### config.mk
export PLATFORM = sky130hd
export DESIGN_NAME = addsub_seq_ctrl_flat
export DESIGN_NICKNAME = d
export VERILOG_FILES = /design/src/rtl/addsub_seq_ctrl_pkg.sv /design/src/rtl/addsub_seq_ctrl_if.sv /design/src/rtl/addsub_seq_ctrl_slice.sv /design/src/rtl/addsub_seq_ctrl.sv /design/src/flat_wrapper.sv
export SDC_FILE = /design/constraint.sdc
export NUM_CORES = 1
export LEC_CHECK = 0
export CAP_MARGIN = 20
export CORE_MARGIN = 1.5
export CORE_UTILIZATION = 45
export CTS_BUF_LIST = sky130_fd_sc_hd__clkbuf_4 sky130_fd_sc_hd__clkbuf_8
export DETAILED_ROUTE_END_ITERATION = 8
export PLACE_DENSITY_LB_ADDON = 0.12
export RECOVER_POWER = 100
export SLEW_MARGIN = 20
export SYNTH_ARGS = -nofsm -noshare
export SYNTH_HDL_FRONTEND = slang
export SYNTH_HIERARCHICAL = 1
export SYNTH_SLANG_ARGS = --single-unit
### constraint.sdc
create_clock -name clk -period 3.61 [get_ports clk]
set_clock_uncertainty 0.1 [all_clocks]
set_input_delay 0.722 -clock clk [delete_from_list [all_inputs] [get_ports clk]]
set_output_delay 0.722 -clock clk [all_outputs]
set_load 0.01 [all_outputs]
### src/rtl/addsub_seq_ctrl_pkg.sv
// Shared definitions for the sliced add/subtract sequencer.
// Holds the controller state type, the default slice geometry and a
// helper that derives the full operand width from that geometry.
package addsub_seq_ctrl_pkg;

  typedef enum logic [1:0] {
    ST_IDLE = 2'd0,
    ST_RUN  = 2'd1,
    ST_DONE = 2'd2
  } state_t;

  localparam int DEF_SLICE_W    = 8;
  localparam int DEF_NUM_SLICES = 4;

  // Full operand width in bits.
  function automatic int calc_n(input int slice_w, input int num_slices);
    return slice_w * num_slices;
  endfunction

endpackage

### src/rtl/addsub_seq_ctrl_if.sv
// Request/response bundle of the sliced add/subtract sequencer.
//
// Handshake: a request is taken on a rising clk edge where start=1,
// ready=1 and flush=0; a, b and sb are captured on that same edge.
// There is no response backpressure: done is a one-cycle valid pulse
// qualifying s, c_out and of. flush aborts the operation in flight.
//
// Signals:
//   start, sb, a, b, flush : requester -> sequencer
//   ready, busy, done      : sequencer status
//   s, c_out, of           : result, carry out of MSB, signed overflow
interface addsub_seq_ctrl_if #(
  parameter int N = 32
) ();
  logic         start;
  logic         sb;
  logic [N-1:0] a;
  logic [N-1:0] b;
  logic         flush;
  logic         ready;
  logic         busy;
  logic         done;
  logic [N-1:0] s;
  logic         c_out;
  logic         of;

  modport master (
    output start, sb, a, b, flush,
    input  ready, busy, done, s, c_out, of
  );

  modport slave (
    input  start, sb, a, b, flush,
    output ready, busy, done, s, c_out, of
  );
endinterface

### src/rtl/addsub_seq_ctrl_slice.sv
// addsub_slice: combinational SLICE_W-bit adder slice.
// Ports:
//   x, y     : slice operands
//   cin      : carry into bit 0
//   sum      : slice sum
//   cout     : carry out of the slice MSB
//   c_msb_in : carry into the slice MSB (signed overflow = c_msb_in ^ cout)
module addsub_slice #(
  parameter int SLICE_W = 8
) (
  input  logic [SLICE_W-1:0] x,
  input  logic [SLICE_W-1:0] y,
  input  logic               cin,
  output logic [SLICE_W-1:0] sum,
  output logic               cout,
  output logic               c_msb_in
);

  logic [SLICE_W-1:0] low_sum;
  logic [1:0]         msb_sum;

  // The MSB is added separately so the carry into it is visible.
  assign low_sum = {1'b0, x[SLICE_W-2:0]} + {1'b0, y[SLICE_W-2:0]}
                 + {{(SLICE_W-1){1'b0}}, cin};
  assign c_msb_in = low_sum[SLICE_W-1];
  assign msb_sum  = {1'b0, x[SLICE_W-1]} + {1'b0, y[SLICE_W-1]}
                  + {1'b0, c_msb_in};
  assign sum  = {msb_sum[0], low_sum[SLICE_W-2:0]};
  assign cout = msb_sum[1];

endmodule

### src/rtl/addsub_seq_ctrl.sv
// addsub_seq_ctrl: multi-cycle wide add/subtract using one narrow slice.
// A request is latched in IDLE or DONE, then one SLICE_W slice is
// computed per cycle in RUN (LSB slice first), chaining the carry. The
// final slice also registers c_out and the signed overflow flag. DONE
// pulses done for one cycle and can accept the next request directly.
// Ports:
//   clk, rst_n : clock, synchronous active-low reset
//   bus        : request/response interface (slave side)
//   dbg_state  : current controller state
module addsub_seq_ctrl
  import addsub_seq_ctrl_pkg::*;
#(
  parameter int SLICE_W    = DEF_SLICE_W,
  parameter int NUM_SLICES = DEF_NUM_SLICES
) (
  input  logic                clk,
  input  logic                rst_n,
  addsub_seq_ctrl_if.slave    bus,
  output state_t              dbg_state
);

  localparam int N     = calc_n(SLICE_W, NUM_SLICES);
  localparam int IDX_W = $clog2(NUM_SLICES);

  state_t             state;
  state_t             state_nxt;
  logic [IDX_W-1:0]   idx;
  logic               carry;
  logic [N-1:0]       a_q;
  logic [N-1:0]       b_q;      // already inverted for subtract
  logic [N-1:0]       s_q;
  logic               c_out_q;
  logic               of_q;

  logic               accept;
  logic               last;
  int                 base;
  logic [SLICE_W-1:0] x;
  logic [SLICE_W-1:0] y;
  logic [SLICE_W-1:0] sum;
  logic               cout;
  logic               c_msb_in;

  // flush beats start in every state.
  assign accept = bus.start && bus.ready && !bus.flush;
  assign last   = (idx == IDX_W'(NUM_SLICES - 1));
  assign base   = int'(idx) * SLICE_W;

  always_comb begin
    x = a_q[base +: SLICE_W];
    y = b_q[base +: SLICE_W];
  end

  addsub_slice #(.SLICE_W(SLICE_W)) u_slice (
    .x        (x),
    .y        (y),
    .cin      (carry),
    .sum      (sum),
    .cout     (cout),
    .c_msb_in (c_msb_in)
  );

  // State register.
  always_ff @(posedge clk) begin
    if (!rst_n) state <= ST_IDLE;
    else        state <= state_nxt;
  end

  // Next-state logic.
  always_comb begin
    state_nxt = state;
    case (state)
      ST_IDLE: state_nxt = accept ? ST_RUN : ST_IDLE;
      ST_RUN: begin
        if (bus.flush) state_nxt = ST_IDLE;
        else if (last) state_nxt = ST_DONE;
        else           state_nxt = ST_RUN;
      end
      ST_DONE: state_nxt = accept ? ST_RUN : ST_IDLE;
      default: state_nxt = ST_IDLE;
    endcase
  end

  // Outputs.
  always_comb begin
    bus.ready = (state != ST_RUN);
    bus.busy  = (state == ST_RUN);
    bus.done  = (state == ST_DONE) && !bus.flush;
  end

  assign bus.s     = s_q;
  assign bus.c_out = c_out_q;
  assign bus.of    = of_q;
  assign dbg_state = state;

  // Datapath. A flushed RUN simply stops updating; the partial result
  // stays put and is never signalled valid.
  always_ff @(posedge clk) begin
    if (!rst_n) begin
      idx     <= '0;
      carry   <= 1'b0;
      a_q     <= '0;
      b_q     <= '0;
      s_q     <= '0;
      c_out_q <= 1'b0;
      of_q    <= 1'b0;
    end else if (accept) begin
      a_q   <= bus.a;
      b_q   <= bus.sb ? ~bus.b : bus.b;
      carry <= bus.sb;
      idx   <= '0;
    end else if (state == ST_RUN && !bus.flush) begin
      s_q[base +: SLICE_W] <= sum;
      carry                <= cout;
      idx                  <= last ? '0 : idx + IDX_W'(1);
      if (last) begin
        c_out_q <= cout;
        of_q    <= c_msb_in ^ cout;
      end
    end
  end

endmodule
### src/flat_wrapper.sv
// flat-port wrapper written by rule: the top's interface ports become plain ports
module addsub_seq_ctrl_flat import addsub_seq_ctrl_pkg::*;
#(
  parameter int SLICE_W    = DEF_SLICE_W,
  parameter int NUM_SLICES = DEF_NUM_SLICES
)
  (clk, rst_n, dbg_state, bus_start, bus_sb, bus_a, bus_b, bus_flush, bus_ready, bus_busy, bus_done, bus_s, bus_c_out, bus_of);
  addsub_seq_ctrl_if bus_i ();
  input  logic clk;
  input  logic rst_n;
  output state_t dbg_state;
  input wire logic [$bits(bus_i.start)-1:0] bus_start;
  input wire logic [$bits(bus_i.sb)-1:0] bus_sb;
  input wire logic [$bits(bus_i.a)-1:0] bus_a;
  input wire logic [$bits(bus_i.b)-1:0] bus_b;
  input wire logic [$bits(bus_i.flush)-1:0] bus_flush;
  output wire logic [$bits(bus_i.ready)-1:0] bus_ready;
  output wire logic [$bits(bus_i.busy)-1:0] bus_busy;
  output wire logic [$bits(bus_i.done)-1:0] bus_done;
  output wire logic [$bits(bus_i.s)-1:0] bus_s;
  output wire logic [$bits(bus_i.c_out)-1:0] bus_c_out;
  output wire logic [$bits(bus_i.of)-1:0] bus_of;
  assign bus_i.start = bus_start;
  assign bus_i.sb = bus_sb;
  assign bus_i.a = bus_a;
  assign bus_i.b = bus_b;
  assign bus_i.flush = bus_flush;
  assign bus_ready = bus_i.ready;
  assign bus_busy = bus_i.busy;
  assign bus_done = bus_i.done;
  assign bus_s = bus_i.s;
  assign bus_c_out = bus_i.c_out;
  assign bus_of = bus_i.of;
  addsub_seq_ctrl #(.SLICE_W(SLICE_W), .NUM_SLICES(NUM_SLICES)) u_core (.clk(clk), .rst_n(rst_n), .bus(bus_i), .dbg_state(dbg_state));
endmodule
==> summary.md <==
| Metric | Value |
|---|---|
| Cell area after layout | 6280 um^2 |
| Power Density | 363 nW/um^2 |
| CP max-delay cell | mux4_2 |
| Commonest cells after routing, fill and taps aside | dfxtp_1 (103), a21oi_1 (76), clkdlybuf4s50_1 (66) |
| DR vias/cell | 5.49 |
| Avg WL per Cell | 16.3 um |
| Number of synthesized flops with an enable pin | 0 |
| Final ANT Viol Nets | 0 |
| Fin. max-slew vios | 0 |
| Net count after synthesis | 618 |
| Layout Cells excl Fill | 762 |
| DP HPWL | 9210 um |
| Most common cell after layout, fill and taps aside | dfxtp_1 |
| Synth unique cells | 47 |
| Die height | 109 um |
| Pwr Total | 2.28 mW |
| Post-Syn Instances | 534 |
| Synth Register Bits | 103 |
| Synth Flop Type | dfxtp_1 |
| Max cap viols | 0 |
| Cts hold-fix bufs | 0 |
| Mapped cell area | 5030 um^2 |
| Total area of sequential cells | 2060 um^2 |
| Outcome | completed |
| Lkg Pwr | 2.28 nW |
| R2r setup slk | 0.23 ns |
| Logic gate share of total power | 16.1% |
| Switching Power | 0.638 mW |
| Worst-skew pair later-pin latency | 0.37 ns |
| Area of the multi-input gates | 2590 um^2 |
| Hold crit path type | reg2reg |
| CP max FO | 17 |
| First-pass GRT wire length | 19900 um |
| Initial Utilization | 46.2% |
| Largest net degree at the start of global routing | 69 |
| Cell Int Power | 1.65 mW |
| DRC viols | 0 |
| F_max | 295 MHz |
| Final hold violations | 0 |
| Avg Inst Size Synth | 9.42 um^2 |
| Post-CTS setup buffers | 0 |
| Post-Place Worst Slack | 0.270 ns |
| Critical Path Start Type | flip-flop |
| Post-layout util | 57.7% |
| Fillers | 1034 |
| Final worst slack | 0.225 ns |
| Die X | 109 um |
| Remaining Overflow, GRT | 0 |
| Final GP Congestion | 0.838 |
| Sw frac | 27.9% |
| Max-slew headroom | 29.6% |
| CP dominant cell by count | fa_1 |
| Syn-to-layout area delta | 25.0% |
| Placed Cells | 746 |
| # IOs | 108 |
| Dpl cell area | 6150 um^2 |
| Num CTS Buffers | 9 |
| Detailed Routing Iterations Pass 1 | 4 |
| Core box area | 10900 um^2 |
| Post-CTS sizing | 0 |
| Tot GR Track Use | 21.9% |
| Critical path class | reg2reg |
| Detailed Route WL | 12400 um |
| Fin crit period | 3.38 ns |
| N_diodes | 0 |
| IO Port Bufs | 107 |
| Row count | 38 |
| Setup TNS | 0 ns |
| Worst-margin pin slew | 1.06 ns |
| Unrepaired setup endpoints after global routing | false |
| Final Cycle Share | 93.8% |
| Initial antenna violation count | 0 |
| CTS Root Cell | clkbuf_8 |
| Count of final setup violators | 0 |
| Die area | 11800 um^2 |
| Bufs on Longest Clock Path | 2 |
| Critical Path AT | 3.57 ns |
| Clock Power Share | 30.9% |
| CTS sink count | 103 |
| Iter 0 DRT Violations | 171 |
| H-tree depth | 3 |
| Ys Warns | 6 |
| Vias in the first global route | 3969 |
| Clk slew on worst S/H paths | 0.10 ns |
| Required time worst endpoint | 3.80 ns |
| Sequential area share after synthesis | 41.0% |
| Vias post-DR | 4186 |
| Worst Setup End Kind | flip-flop |
| Max stage delay on crit path | 0.54 ns |
| Sequential power share | 53.0% |
| Post-layout nets | 701 |
| Layout cells sized above 1 | 9.16% |
| Final Hold Slack | 0.355 ns |
| CTS tree | built |
| Worst IR drop on VDD | 0.185 mV |
| CP cell instances | buf_12 > mux4_2 > fa_1 > a21oi_1 > nor2b_1 > a311o_2 > a31oi_1 > fa_1 > inv_1 > nand2_1 > o22ai_1 |
| Post-synthesis async set-or-reset flop share | 0% |
## Yosys cell counts, types with 2 or more instances
library cell  count  share of area, %
a21oi_1          76               7.6
buf_1             2              0.15
buf_6             3              0.67
nor4bb_1          2              0.40
o21ai_1           5              0.50
o21ai_0          31               3.1
nor3b_1           3              0.45
mux4_2           16               7.2
and4bb_2          4               1.0
mux2i_1           4              0.80
o22ai_1          23               2.9
a21oi_2           2              0.35
dfxtp_1         103                41
xnor2_1          35               6.1
clkbuf_1         14               1.0
inv_1            14               1.0
nor2_1            9              0.67
a31oi_1           2              0.25
nor2b_1           5              0.62
nand3_1          40               4.0
buf_4             9               1.3
nand2_1          40               3.0
buf_2            20               2.0
nand4_4           2              0.85
fa_1              3               1.2
clkbuf_2          3              0.30
a211oi_1         33               4.9
ha_1             12               3.0
## power groups by stage
stage,Combinational (mW),Clock (mW),Sequential [mW]
floorplan,0.235,0,1.22
global placement,0.367,0,1.24
detailed placement,0.373,0,1.24
CTS,0.374,0.721,1.21
global route,0.402,0.757,1.22
finish,0.367,0.706,1.21
## critical path, delay by kind of cell, from the launching register on
family	cells	cell delay, ns
multiplexers	1	0.54
buffers and inverters	2	0.28
AND/OR/NAND/NOR	2	0.18
AO/OA/AOI/OAI	4	0.96
adder cells (fa/ha/maj)	2	0.89
flip-flops	1	0.37
## routing by layer
layer  wire length (um)  vias up  GRT usage, %
met5                  0        -             0
met4                230        0          7.24
met3                562       19          3.23
met2               6030      105          37.4
met1               5580     1969          28.4
li1                   -     2093             -
## area by class of cell
type / instances / area share, %
flip-flops and latches: 103 / 32.8
multi-input cells: 364 / 41.2
clock buffers: 10 / 2.19
inverters: 16 / 0.995
repair buffers: 123 / 19.2
clock inverters: 6 / 0.836
well taps: 140 / 2.79
## state kept, by name, summed over array words and instances, names as in the netlist
register and cells:
u_core/carry 1, u_core/dbg_state 2, u_core/bus.c_out 1, u_core/idx 2
u_core/b_q 32, u_core/bus.of 1, u_core/a_q 32, u_core/bus.s 32
## kinds of logic after synthesis
group / share of synthesized area, %
AOI/OAI and AO/OA: 20.8
muxes: 7.96
adders and majority gates: 4.18
and+or+nand+nor: 13.0
buffers and inverters: 6.74
xor gates and xnor gates: 6.27
DFF: 41.0
## path summary, 6_finish.rpt
path,cells past startpoint,to,start
setup / recovery,11,u_core/bus.s[31],u_core/idx[0]
hold / removal,2,u_core/bus.s[5],u_core/bus.s[5]
setup reg to reg,11,u_core/bus.s[31],u_core/idx[0]
hold reg to reg,2,u_core/bus.s[5],u_core/bus.s[5]
(Power assumes the default switching activity.)
